`config.mk`:
```
export PLATFORM = sky130hd
export DESIGN_NAME = shared_counters_host
export DESIGN_NICKNAME = d
export VERILOG_FILES = /design/src/rtl/shared_counters_host.sv
export SDC_FILE = /design/constraint.sdc
export NUM_CORES = 1
export LEC_CHECK = 0
export BUFFER_PORTS_ARGS = -buffer_cell sky130_fd_sc_hd__buf_2
export CAP_MARGIN = 20
export CORE_MARGIN = 2
export CORE_UTILIZATION = 25
export DETAILED_ROUTE_END_ITERATION = 10
export GPL_ROUTABILITY_DRIVEN = 0
export PLACE_DENSITY = 0.57
export REMOVE_ABC_BUFFERS = 1
export SYNTH_ARGS = -nofsm -noshare
export SYNTH_HDL_FRONTEND = slang
export SYNTH_SLANG_ARGS = --single-unit
```
`constraint.sdc`:
```
create_clock -name clk -period 8.4 [get_ports clk]
set_clock_uncertainty 0.2 [all_clocks]
set_input_delay 1.68 -clock clk [delete_from_list [all_inputs] [get_ports clk]]
set_output_delay 1.68 -clock clk [all_outputs]
set_load 0.02 [all_outputs]
```
`src/rtl/shared_counters_host.sv`:
```
// shared_counters_host
// Client-side command initiator for the shared counter pool. It takes one
// request at a time and drives the pool command bus. For a new-counter
// request it captures the returned allocation id. For a read request it
// reassembles the serialized read stream, LSB-first, into one 64-bit word.
// Every accepted request ends in exactly one response.
//
// Ports
//   clk, rst         clock; synchronous active-high reset
//   req_*            request channel (valid/ready): op, id, size, load data
//   rsp_*            response channel (valid/ready): op, data, error flag
//   cmd, cmd_id,     pool command bus
//   cmd_size,
//   load_data,
//   load_valid
//   alloc_id/valid   allocation id returned by the pool
//   rdata*           serialized read stream from the pool, G bits per beat
//
// state      | meaning
// -----------+---------------------------------------------------------
// IDLE       | ready for a request
// ISSUE      | command presented to the pool for one cycle
// WAIT_ALLOC | waiting for the pool to return an allocation id
// COLLECT    | gathering read beats until last, overflow or timeout
// RESP       | response held until the client accepts it
module shared_counters_host #(
    parameter int N          = 10,
    parameter int G          = 4,
    parameter int TIMEOUT    = 16,
    localparam int IDW       = $clog2(N)
) (
    input  logic           clk,
    input  logic           rst,
    input  logic           req_valid,
    output logic           req_ready,
    input  logic [2:0]     req_op,
    input  logic [IDW-1:0] req_id,
    input  logic [IDW:0]   req_size,
    input  logic [63:0]    req_data,
    output logic           rsp_valid,
    input  logic           rsp_ready,
    output logic [2:0]     rsp_op,
    output logic [63:0]    rsp_data,
    output logic           rsp_err,
    output logic [2:0]     cmd,
    output logic [IDW-1:0] cmd_id,
    output logic [IDW:0]   cmd_size,
    output logic [63:0]    load_data,
    output logic           load_valid,
    input  logic [IDW:0]   alloc_id,
    input  logic           alloc_valid,
    input  logic [G-1:0]   rdata,
    input  logic           rdata_valid,
    input  logic           rdata_last
);

    localparam int BEATS = 64 / G;
    localparam int BCW   = $clog2(BEATS + 1);
    localparam int TW    = $clog2(TIMEOUT + 1);
    localparam logic [BCW-1:0] BEATS_MAX = BCW'(BEATS);
    // Timer runs TIMEOUT cycles: loaded with TIMEOUT-1, expires at zero.
    localparam logic [TW-1:0]  T_LOAD    = TW'(TIMEOUT - 1);

    localparam logic [2:0] OP_NONE = 3'b000;
    localparam logic [2:0] OP_INC  = 3'b001;
    localparam logic [2:0] OP_NEW  = 3'b010;
    localparam logic [2:0] OP_LOAD = 3'b100;
    localparam logic [2:0] OP_READ = 3'b101;

    typedef enum logic [2:0] {IDLE, ISSUE, WAIT_ALLOC, COLLECT, RESP} state_t;

    state_t         state;
    logic [2:0]     op_q;
    logic [BCW-1:0] beat_cnt;
    logic [TW-1:0]  timer;
    logic           legal_op;

    assign legal_op = (req_op >= OP_INC) && (req_op <= OP_READ);

    always_ff @(posedge clk) begin
        if (rst) begin
            state      <= IDLE;
            op_q       <= OP_NONE;
            beat_cnt   <= '0;
            timer      <= '0;
            req_ready  <= 1'b1;
            rsp_valid  <= 1'b0;
            rsp_op     <= OP_NONE;
            rsp_data   <= '0;
            rsp_err    <= 1'b0;
            cmd        <= OP_NONE;
            cmd_id     <= '0;
            cmd_size   <= '0;
            load_data  <= '0;
            load_valid <= 1'b0;
        end else begin
            case (state)
                IDLE: begin
                    if (req_valid) begin
                        req_ready <= 1'b0;
                        op_q      <= req_op;
                        rsp_op    <= req_op;
                        rsp_data  <= '0;
                        rsp_err   <= 1'b0;
                        beat_cnt  <= '0;
                        timer     <= T_LOAD;
                        if (legal_op) begin
                            state    <= ISSUE;
                            cmd      <= req_op;
                            cmd_id   <= req_id;
                            cmd_size <= (req_op == OP_NEW) ? req_size : '0;
                            if (req_op == OP_LOAD) begin
                                load_data  <= req_data;
                                load_valid <= 1'b1;
                            end
                        end else begin
                            // Illegal op never reaches the pool.
                            state     <= RESP;
                            rsp_valid <= 1'b1;
                            rsp_err   <= 1'b1;
                        end
                    end
                end

                ISSUE: begin
                    load_valid <= 1'b0;
                    load_data  <= '0;
                    cmd_size   <= '0;
                    timer      <= T_LOAD;
                    if (op_q == OP_READ) begin
                        // cmd/cmd_id stay asserted for the whole read.
                        state <= COLLECT;
                    end else begin
                        cmd    <= OP_NONE;
                        cmd_id <= '0;
                        if (op_q == OP_NEW) begin
                            state <= WAIT_ALLOC;
                        end else begin
                            state     <= RESP;
                            rsp_valid <= 1'b1;
                        end
                    end
                end

                WAIT_ALLOC: begin
                    if (alloc_valid) begin
                        rsp_data  <= {{(64-IDW-1){1'b0}}, alloc_id};
                        state     <= RESP;
                        rsp_valid <= 1'b1;
                    end else if (timer == '0) begin
                        rsp_err   <= 1'b1;
                        state     <= RESP;
                        rsp_valid <= 1'b1;
                    end else begin
                        timer <= timer - TW'(1);
                    end
                end

                COLLECT: begin
                    if (rdata_valid) begin
                        timer <= T_LOAD;
                        if (beat_cnt < BEATS_MAX) begin
                            rsp_data[int'(beat_cnt)*G +: G] <= rdata;
                            beat_cnt <= beat_cnt + BCW'(1);
                        end else begin
                            // Beats past a full word are dropped but flagged.
                            rsp_err <= 1'b1;
                        end
                        if (rdata_last) begin
                            cmd       <= OP_NONE;
                            cmd_id    <= '0;
                            state     <= RESP;
                            rsp_valid <= 1'b1;
                        end
                    end else if (timer == '0) begin
                        rsp_err   <= 1'b1;
                        cmd       <= OP_NONE;
                        cmd_id    <= '0;
                        state     <= RESP;
                        rsp_valid <= 1'b1;
                    end else begin
                        timer <= timer - TW'(1);
                    end
                end

                RESP: begin
                    if (rsp_ready) begin
                        rsp_valid <= 1'b0;
                        rsp_err   <= 1'b0;
                        req_ready <= 1'b1;
                        state     <= IDLE;
                    end
                end

                default: state <= IDLE;
            endcase
        end
    end

endmodule

```
## Word level (Yosys, flattened, before mapping)

Cells that the tools add are included.

- Add/sub/neg operators: 3
- $lt $le $gt $ge: 3
- Equality and inequality tests: 22
- Shifts and indexed selects: 2
- Muxes and demuxes: 71
- Reduce and logical (&&, ||, !) cells: 22

Operators with widths:

| kind | number |
|---|---|
| two-way mux 64 bit | 7 |
| case mux 64 bit (3 select lines) | 1 |
| case mux 64 bit (2 select lines) | 1 |
| bitwise mux 64 bit | 1 |
| variable shift 4 x 33 -> 64 bit, first input constant | 1 |
| indexed part select 4 x 33 -> 64 bit | 1 |
| two-way mux 5 bit | 10 |
| two-way mux 3 bit | 15 |
| negator 7 -> 33 bit | 1 |
| two-way mux 4 bit | 6 |
| != test 2 bit, second input constant | 11 |
| two-way mux 1 bit | 20 |
| case mux 5 bit (2 select lines) | 2 |
| case mux 5 bit (4 select lines) | 1 |
| case mux 3 bit (5 select lines) | 1 |
| == test 3 x 2 -> 1 bit, second input constant | 4 |
| case mux 4 bit (3 select lines) | 1 |
| AND reduction 3 bit | 4 |
| AND reduction 5 bit | 2 |
| == test 3 bit, second input constant | 3 |
| != test 3 bit, second input constant | 3 |
| case mux 3 bit (3 select lines) | 1 |
| AND reduction 4 bit | 2 |
| nonzero test 4 bit | 2 |
| 18 further kinds | 22 |

- Flip-flop bits (word level): 160
- Bits of input ports: 92
- Output and inout bits: 147
- Logic and storage cells: 136

## Longest topological paths before layout

- Word-level depth: 6
- Mapped depth: 10
- Mapped depth without buffers: 8

## Worst setup path after synthesis

No wires, ideal clock.

- Path type: input to register
- Start: input req_valid
- End: register load_data[10]
- Library setup time: 0.059 ns
- Arrival time: 3.100 ns
- Required time: 8.141 ns
- Setup slack: 5.041 ns
- Stages: 7
- Buffers on the path: 3
- Cell sequence: buf_2 > nor4b_4 > nand2_2 > a2111oi_4 > buf_4 > buf_6 > a22o_1

- Word-level cells in the longest chain between the ends: 2

RTL lines:

| item | RTL line | text |
|---|---|---|
| start, declared | 34 | `input logic req_valid,` |
| != test 2 bit (no source line) | - |  |
| AND reduction 4 bit (no source line) | - |  |
| end signal, assigned | 113 | `load_data <= req_data;` |
| end, declared | 48 | `output logic [63:0] load_data,` |

No other way between the ends.
A chain may end at the register's enable or synchronous reset.

## Worst setup path after layout

- Start: input req_valid
- End: register load_data[56]

Same word-level chain as after synthesis.

==> impl_metrics.ini <==
[placement]
dpl.hpwl_um = 13500
numPlacedInstances = 1172
port_buffers = 238
place_area_mm2 = 0.00805
pre_cts_ws_ns = 4.53

[cells_and_area]
fin_area_mm2 = 0.00866
layout_common_cells = buf_2, dfxtp_1, nand2_1, mux2i_1, a22o_1
num_antenna_cells = 0
fin_util_pct = 33.3
drive_above_1_share_pct = 34.9
fin_cells = 1204
final_common_cell = buf_2
fin_nets = 952
area_delta_synth_final_pct = 31.1

[timing]
finalCritPeriodShare_pct = 41.0
hold_slack_ns = 0.258
final.setup.tns_ns = 0
finalHoldViolations = 0
worstMarginPinSlew_ns = 1.07
slew_violations = 0
slew_headroom_pct = 27.6
rsz0062_at_grt = no
fin_crit_ns = 3.44
worst_slack_ns = 4.96
setup_viol = 0
max_freq_mhz = 291

[clock_network]
clock_sinks = 160
worstSkewPairLatency_ns = 0.42
cts_max_path_buffers = 2
cts_setup_buffers = 0
clkSlewWorstSetupHoldPaths_ns = 0.06
numCtsBuffers = 17
cts_hold_buffers = 0
htreeDepth = 4
ctsRootBufferMaster = clkbuf_16
cts_tree = built
ctsResizeCount = 0

[pwr]
ir_drop_mv = 0.114
power_leakage_nw = 4.13
power_frac_seq_pct = 43.4
power_mw = 1.84
p_clk_share_pct = 43.9
power.switching_mw = 0.522
intPower_mw = 1.32
switching_share_pct = 28.3
p_comb_share_pct = 12.7
p_per_area_mw_per_mm2 = 213

[critical_path]
cpMaxStageDelayCell = buf_4
cpPeakStageDelay_ns = 0.59
required_ns = 8.56
crit_path_end_kind = flip-flop
crit_chain = buf_2, nor4b_4, nand2_2, a2111oi_4, buf_4, a22o_1
crit_buf_inv = 2
arrival_ns = 3.60
worstSetupPathType = input pin to flip-flop
cp_max_fo = 65
critPathLaunchType = input pin
crit_family = buffers and inverters

[yosys]
yosys_warnings = 0
synthArstFlopShare_pct = 0
synth-xor-area-share_pct = 0.663
ys.flop_type = dfxtp_1
synthesis.instances = 638
syn_avg_cell_area_um2 = 10.4
synth_top_family_by_area = compound AO/OA/AOI/OAI gates
synthMuxAreaShare_pct = 11.7
synth_compound_area_share_pct = 17.5
synth.distinct_cells = 66
synth_fa_ha_area_share_pct = 0.758
synth_edf_count = 0
syn-cell-area_mm2 = 0.00661
ys_ff_latch = 160
synth-seq-area-share_pct = 48.5
yosys.area_share.simple_pct = 16.6

[job]
maxCapViolations = 0

[routing]
wl_per_cell_um = 15.6
drt-total-wl_um = 18800
vias_per_cell = 4.67
drc = 0
drt_iter0_drc = 361
postRouteAntennaNets = 0
dr.pass1.iters = 4
via_count = 5620

[die]
rows = 59
core_mm2 = 0.0260
dieWidth_um = 167
die_y_um = 167
die-area_mm2 = 0.0277
start_util_pct = 25.4
top_level_ports = 239

[outcome]
outcome = completed

[worst_hold_path]
hp-class = flip-flop to flip-flop

[global_routing]
antenna_found_initial = 0
grtUsageTotal_pct = 13.5
grt_pass1_vias = 5492
overflow = 0
grt_max_degree = 75
grt_pass1_wl_um = 29900
state kept, by name, summed over array words and instances (netlist names), 3 cells and up:
register,count
op_q,3
state,3
load_data,64
rsp_data,64
beat_cnt,5
cmd_size,5
timer,5
cmd_id,4
cmd,3
final timing paths:
check                                  start             to  slack [ns]  cells after the start
worst min-delay path            rsp_data[27]   rsp_data[27]        0.26                      2
worst max register to register   beat_cnt[0]    rsp_data[3]        5.27                      8
worst max-delay path               req_valid  load_data[56]        4.96                      6
worst min register to register  rsp_data[27]   rsp_data[27]        0.26                      2
Yosys cell counts (5+ instances only):
cell type	count	area [um^2]
a211oi_1	6	45.0
a21oi_1	18	90.1
a22o_1	64	561
a31oi_1	5	31.3
buf_2	10	50.1
buf_6	5	56.3
clkbuf_1	27	101
dfxtp_1	160	3200
inv_1	15	56.3
mux2i_1	75	751
nand2_1	78	293
nand2b_1	23	144
nand3_1	8	40.0
nand3b_1	6	45.0
nand4_1	19	119
nor2_1	14	52.6
nor3_1	9	45.0
o21ai_0	6	30.0
logic make-up (layout without fill, tap and decap cells):
logic type               Yosys count  in the layout
AO/OA/AOI/OAI                    135            135
AND/OR/NAND/NOR                  197            197
flip-flops                       160            160
XOR/XNOR                           5              5
multiplexers                      77             77
buffers and inverters             60            291
adder cells (fa/ha/maj)            4              4
final cells by class:
cell class	instances	area, um^2
clock buffer	18	439
tap	335	419
timing repair buffer	244	1240
sequential	160	3200
multi-input combinational	418	3140
fill	2717	17300
clock inverter	14	169
inverter	15	56.3
power by group through the flow:
stage                     sequential (mW)  clock (mW)  combinational, mW
after global placement              0.817           0              0.236
after global routing                0.803       0.875              0.258
after CTS                           0.800       0.840              0.237
final                               0.800       0.810              0.235
after detailed placement            0.816           0              0.237
after floorplan                     0.836           0              0.124
worst reg2reg max path, stage by stage, from the launching register on:
cell and delay, ns:
dfxtp_1 0.68, inv_1 0.10, ha_1 0.28, nor3b_1 0.16, ha_1 0.33, or4bb_1 0.57, nor4_2 0.35, a21oi_1 0.15
o32ai_1 0.23
routing by layer:
metal	share of wire [%]	GRT usage [%]	up-vias
li1	-	-	2775
met1	44	17.0	2607
met3	8.7	4.73	17
met5	0	0	-
met2	46	21.6	221
met4	1.3	4.12	0
Power figures use the tool's default switching activity.
